==> src/rtl/counter_mod.sv <==
// Multi-channel up/down modulo counter with clear, clamped parallel load,
// wrap/saturate limit handling, terminal-count pulses and sticky overflow.
module counter_mod #(
  parameter int unsigned CHANNELS  = 2,
  parameter int unsigned WIDTH     = 8,
  parameter int unsigned MAX_COUNT = 2**WIDTH - 1,
  parameter bit          SATURATE  = 1'b0
) (
  input  logic                             clk,
  input  logic                             rst_n,
  input  logic [CHANNELS-1:0]              clear,
  input  logic [CHANNELS-1:0]              load,
  input  logic [CHANNELS-1:0][WIDTH-1:0]   load_val,
  input  logic [CHANNELS-1:0]              incr,
  input  logic [CHANNELS-1:0]              decr,
  output logic [CHANNELS-1:0][WIDTH-1:0]   count_reg,
  output logic [CHANNELS-1:0]              tc,
  output logic [CHANNELS-1:0]              ovf
);

  localparam logic [WIDTH-1:0] MAX = WIDTH'(MAX_COUNT);

  logic [CHANNELS-1:0][WIDTH-1:0] count_nxt;
  logic [CHANNELS-1:0]            tc_nxt;
  logic [CHANNELS-1:0]            ovf_nxt;

  // Per-channel priority: clear > load > incr&decr > incr > decr > hold.
  always_comb begin
    count_nxt = count_reg;
    tc_nxt    = '0;
    ovf_nxt   = ovf;
    for (int unsigned i = 0; i < CHANNELS; i++) begin
      if (clear[i]) begin
        count_nxt[i] = '0;
        ovf_nxt[i]   = 1'b0;
      end else if (load[i]) begin
        count_nxt[i] = (load_val[i] > MAX) ? MAX : load_val[i];
      end else if (incr[i] && decr[i]) begin
        count_nxt[i] = count_reg[i];
      end else if (incr[i]) begin
        if (count_reg[i] == MAX) begin
          tc_nxt[i]  = 1'b1;
          ovf_nxt[i] = 1'b1;
          if (!SATURATE) count_nxt[i] = '0;
        end else begin
          count_nxt[i] = count_reg[i] + WIDTH'(1);
        end
      end else if (decr[i]) begin
        if (count_reg[i] == '0) begin
          tc_nxt[i]  = 1'b1;
          ovf_nxt[i] = 1'b1;
          if (!SATURATE) count_nxt[i] = MAX;
        end else begin
          count_nxt[i] = count_reg[i] - WIDTH'(1);
        end
      end
    end
  end

  always_ff @(posedge clk) begin
    if (!rst_n) begin
      count_reg <= '0;
      tc        <= '0;
      ovf       <= '0;
    end else begin
      count_reg <= count_nxt;
      tc        <= tc_nxt;
      ovf       <= ovf_nxt;
    end
  end

endmodule

==> config.mk <==
export PLATFORM = sky130hd
export DESIGN_NAME = counter_mod
export DESIGN_NICKNAME = d
export VERILOG_FILES = /design/src/rtl/counter_mod.sv
export SDC_FILE = /design/constraint.sdc
export NUM_CORES = 1
export LEC_CHECK = 0
export ABC_AREA = 1
export BUFFER_PORTS_ARGS = -buffer_cell sky130_fd_sc_hd__buf_2
export CAP_MARGIN = 10
export CORE_UTILIZATION = 53
export DETAILED_ROUTE_END_ITERATION = 12
export GPL_ROUTABILITY_DRIVEN = 1
export GPL_TIMING_DRIVEN = 0
export PLACE_DENSITY = 0.8
export SKIP_CTS_REPAIR_TIMING = 1
export SYNTH_ARGS = -nofsm -noshare
export SYNTH_HDL_FRONTEND = slang
export SYNTH_SLANG_ARGS = --single-unit
==> constraint.sdc <==
create_clock -name clk -period 1.45 [get_ports clk]
set_input_delay 0.29 -clock clk [delete_from_list [all_inputs] [get_ports clk]]
set_output_delay 0.29 -clock clk [all_outputs]
set_load 0.1 [all_outputs]
* Word-level counts from Yosys, hierarchy flattened
Index checks and enable logic that the tools add are counted.
** Storage, ports and cells
- Input port bits :: 26
- Bits in registers :: 20
- Logic and storage cells :: 71
- Output and inout port bits :: 20
** Cells by class
- Mux-type cells :: 30
- Bitwise operators :: 5
- Equality and inequality tests :: 6
- Order comparisons :: 2
- Add/sub/neg operators :: 4
- Reduce and logical (&&, ||, !) cells :: 18
** Operator list (count)
- 2-to-1 mux 8 bit :: 14
- adder 8 x 1 -> 8 bit (second input constant) :: 2
- == test 8 bit (second input constant) :: 2
- > comparator 8 bit (second input constant) :: 2
- logical NOT 8 bit :: 2
- 2-to-1 mux 1 bit :: 16
- subtractor 8 x 1 -> 8 bit (second input constant) :: 2
- AND reduction 5 bit :: 2
- nonzero test 2 bit :: 4
- OR reduction 4 bit :: 2
- nonzero test 3 bit :: 2
- inverter 1 bit :: 5
- inequality test 2 x 1 -> 1 bit (second input constant) :: 2
- inequality test 2 bit (second input constant) :: 2
- AND reduction 2 bit :: 2
- OR reduction 2 bit :: 2
- logical AND 1 bit :: 2

* Longest topological paths before layout
- Depth after elaboration :: 6
- Gate-level depth with buffers :: 11
- Mapped depth without buffers :: 10

* Worst setup path before layout
OpenSTA, ideal clock, no wires.
- Path type :: register to register
- From :: register count_reg[0] in the netlist's numbering
- To :: register count_reg[0] in the netlist's numbering
- Path buffers :: 0
- Cell stages (with the launch flop) :: 9
- Arrival time :: 2.080 ns
- Data required time :: 1.327 ns
- Path slack :: -0.752 ns
- Library setup time :: 0.123 ns
- Clock period less this slack :: 2.202 ns
- Path through :: dfxtp_1 > inv_1 > ha_1 > nand3_2 > nor2_4 > nor2_2 > o21ai_1 > o21ai_1 > a21oi_1
** Between the ends
- Longest elaborated chain between the ends :: 6
- Elaborated cells between the ends (all ways) :: 10
- Those cells by class :: 2 x add/sub; 1 x eq/ne; 6 x mux; 1 x reduce/logical
** RTL lines
- start, declared :: line 16 : output logic [CHANNELS-1:0][WIDTH-1:0] count_reg,
- start signal, assigned :: line 66 : count_reg <= count_nxt;
- subtractor 8 x 1 -> 8 bit or logical NOT 8 bit (tied branches) :: line 54, 49
- 2-to-1 mux 8 bit :: line 49 : if (count_reg[i] == '0) begin
- 2-to-1 mux 8 bit :: line 48 : end else if (decr[i]) begin
- 2-to-1 mux 8 bit (*) :: line 40 : end else if (incr[i]) begin
- 2-to-1 mux 8 bit (*) :: line 38 : end else if (incr[i] && decr[i]) begin
- 2-to-1 mux 8 bit (*) :: line 36 : end else if (load[i]) begin
Every way passes the cells marked *; elsewhere a longest branch is shown, timed or not. The select of a mux whose other input is x is not followed.
A chain may end at the register's enable or synchronous reset.

* Worst setup path in the final report
- From :: register count_reg[4] in the netlist's numbering
- To :: output count_reg[4] in the netlist's numbering
No word-level cell between the ends.

==> results.md <==
* Hold Crit Class: in2reg
* Worst-Margin Slew at 0.634 ns
* Vias per cell at ~5.4
* Final hold violations at 0
* Slew Viols, Final at 0
* Total GRT Usage at 0.292
* DRC viols at 0
* Placement Rows at 20
* P_int at 1.10 mW
* Crit path capture type: output pin
* Vias in the first global route at approximately 1,800
* Minimum clock period at 1.39 ns
* IO Pins at 46
* Mapped Nets at 330
* Worst Clk Skew at 0.00595 ns
* # clock sinks at 20
* Peak supply drop at 0.439 mV
* Met1 wire length at roughly 2500 µm
* Htree depth at 1
* Status: finished clean
* Initial antenna violation count at 0
* WS Path Type: reg2out
* Wire per inst at 12.7 µm
* Crit path launch: count_reg[4]$_SDFFE_PP0P_
* Hold_sp: load_val[9]
* Starting Density at 0.575
* Sequential Power Share at 0.324
* Largest net degree at the start of global routing at 13
* Met2 WL at 2100 µm
* Power, Total at ~1.9 mW
* RR Startpoint: count_reg[0]$_SDFFE_PP0P_
* Cells after Synth at 298
* First-pass GRT wire length at 8000 µm
* Cell taking the most area after synthesis: dfxtp_1
* CP Buf/Inv Count at 1
* Final period util at 0.958
* Die boundary height at between 60 and 70 µm
* Dpl hpwl at 3750 µm
* Critical path cell sequence: buf_2
* Antenna Nets Post-Route at 0
* RSZ-0062 raised after global routing: true
* Fin Setup TNS at 0 ns
* Seq/Total Area, Yosys at 0.223
* Synth Register Bits at 20
* Detailed Routing Iterations Pass 1 at 5
* Worst-path clk slew at 0.13 ns
* WP data arrival at 1.10 ns
* Die ar. at 3630 µm²
* # nets final at ~380
* Combinational share of power at 0.425
* Top-area cell type share of the netlist area at 0.223
* Max Cap Viol at 0
* NetSw at roughly 0.80 mW
* Max Freq at between 0.7 and 0.8 GHz
* Layout Cells excl Fill at 393
* Clock Tree Root: clkbuf_4
* CTS tree: yes
* Unique masters post-synth at 34
* Post-Route WL at 5000 µm
* Clk network pwr share at 0.251
* RePlAce Congestion at 0.968
* GRT overflow at 0
* Die width at about 60 µm
* Antenna Cells at 0
* CP startpoint kind: flop
* Mean Syn Cell Area at ~6 µm²
* Setup Viol. Count Final at 0
* Top post-synthesis cells by area: dfxtp_1 (22%), nand2_1 (17%), nand3_1 (9.7%)
* PortBufs at 44
* Slew margin rel. at 0.576
* Netlist Area Pre-Place at 1800 µm²
* CP max stage delay at 0.41 ns
* Yosys warning count at 0
* Top cell family by delay on the critical path: buffers and inverters
* Initial detailed-routing violation count at 162
* CTS max path bufs at 2
* Max reg flops at 16
* Worst-skew pair later-pin latency at 0.31 ns
* CP required at 1.16 ns
* # placed instances at between 300 and 400
* Core area at 3130 µm²
* Highest metal used: met4
* Pleak at 1.17 nW
* Layout cells sized above 1 at 0.344
* P&R area growth vs syn at 31.5%
* Filler cells at 284
* Sw frac at 0.420
* Num CTS Buffers at 3
* Vias at 2,123
* Critical path fanouts, max at 2
* Slowest cell on crit path: buf_2
* WL met3 at ~400 µm
* PwrDens at about 800 nW/µm²
## layer usage
metal	track usage	up-vias
li1	-	1078
met2	0.430	105
met5	0	-
met1	0.447	932
met3	0.0281	8
met4	0.0664	0
## path summary, 6_finish.rpt
check                                            endpoint  slack (ns)  cells past startpoint
worst min-delay path            count_reg[9]$_SDFFE_PP0P_        0.22                      3
worst min register to register        ovf[0]$_SDFFE_PP0P_        0.46                      2
worst max-delay path                         count_reg[4]        0.06                      1
worst max register to register  count_reg[5]$_SDFFE_PP0P_        0.08                      8
## layout make-up
type / instances / area [µm²] / area share
repair buffers: 47 / 270 / 0.114
well taps: 44 / 55.1 / 0.0233
plain buffers: 7 / 75.1 / 0.0318
clock buffers: 3 / 22.5 / 0.00953
inverters: 41 / 164 / 0.0693
clock inverters: 1 / 30.0 / 0.0127
multi-input cells: 230 / 1290 / 0.545
flip-flops and latches: 20 / 458 / 0.194
## kinds of logic (layout without fill, tap and decap cells)
family | Yosys count | after routing | synth area share
buffers and inverters | 48 | 99 | 0.122
AO/OA/AOI/OAI | 50 | 50 | 0.166
adder cells (fa/ha/maj) | 6 | 6 | 0.0418
flip-flops | 20 | 20 | 0.223
AND/OR/NAND/NOR | 169 | 169 | 0.424
XOR/XNOR | 5 | 5 | 0.0244
## cells in the final DEF, fill, tap and decap left out, types with 3 or more instances in the layout
master	n
xnor2_1	3
buf_4	4
clkbuf_4	14
o21ai_0	17
nor2_2	7
nand2_1	77
nand2_2	6
ha_4	5
buf_6	6
a31oi_1	3
inv_1	30
or2_2	3
nand4_1	6
o21ai_1	4
inv_2	8
nor2_1	23
nand3_1	35
dfxtp_1	4
a21oi_1	15
buf_2	33
nor2_4	5
dfxtp_4	15
## synthesized netlist by cell type
master,instances
ha_1,6
o21ai_1,2
xor2_1,2
o2111ai_1,1
inv_2,4
o211ai_1,2
nand4_1,6
a21oi_4,1
a22oi_1,1
a21boi_1,1
or2_4,1
dfxtp_1,20
buf_4,1
a21oi_1,16
a31oi_2,1
nand3b_1,1
or2_2,3
buf_2,2
buf_6,4
a211oi_2,1
o221ai_1,1
inv_1,36
nand3_2,1
o21ai_0,20
nor2_4,3
inv_4,1
nand3_1,35
nor2_1,28
nor2_2,4
nand2_1,80
nor3_1,3
xnor2_1,3
a31oi_1,3
nand2_2,4
## per-stage QoR
stage / instance area [µm²] / utilization / worst slack [ns] / hold slack [ns]
3_5_place_dp: 2180 / 0.698 / 0.0138 / 0.440
6_report: 2360 / 0.756 / 0.0614 / 0.225
4_1_cts: 2240 / 0.715 / -0.0249 / 0.225
3_3_place_gp: 2180 / 0.698 / 0.0190 / 0.438
2_1_floorplan: 1910 / - / -0.00270 / 0.434
5_1_grt: 2360 / 0.756 / -0.00416 / 0.227
## power by group through the flow
stage	combinational [mW]	sequential, mW	clock (mW)
6_report	0.806	0.614	0.476
3_3_place_gp	0.736	0.623	0
2_1_floorplan	0.388	0.824	0
5_1_grt	0.878	0.620	0.502
3_5_place_dp	0.742	0.624	0
4_1_cts	0.746	0.611	0.482
Power figures use the tool's default switching activity.
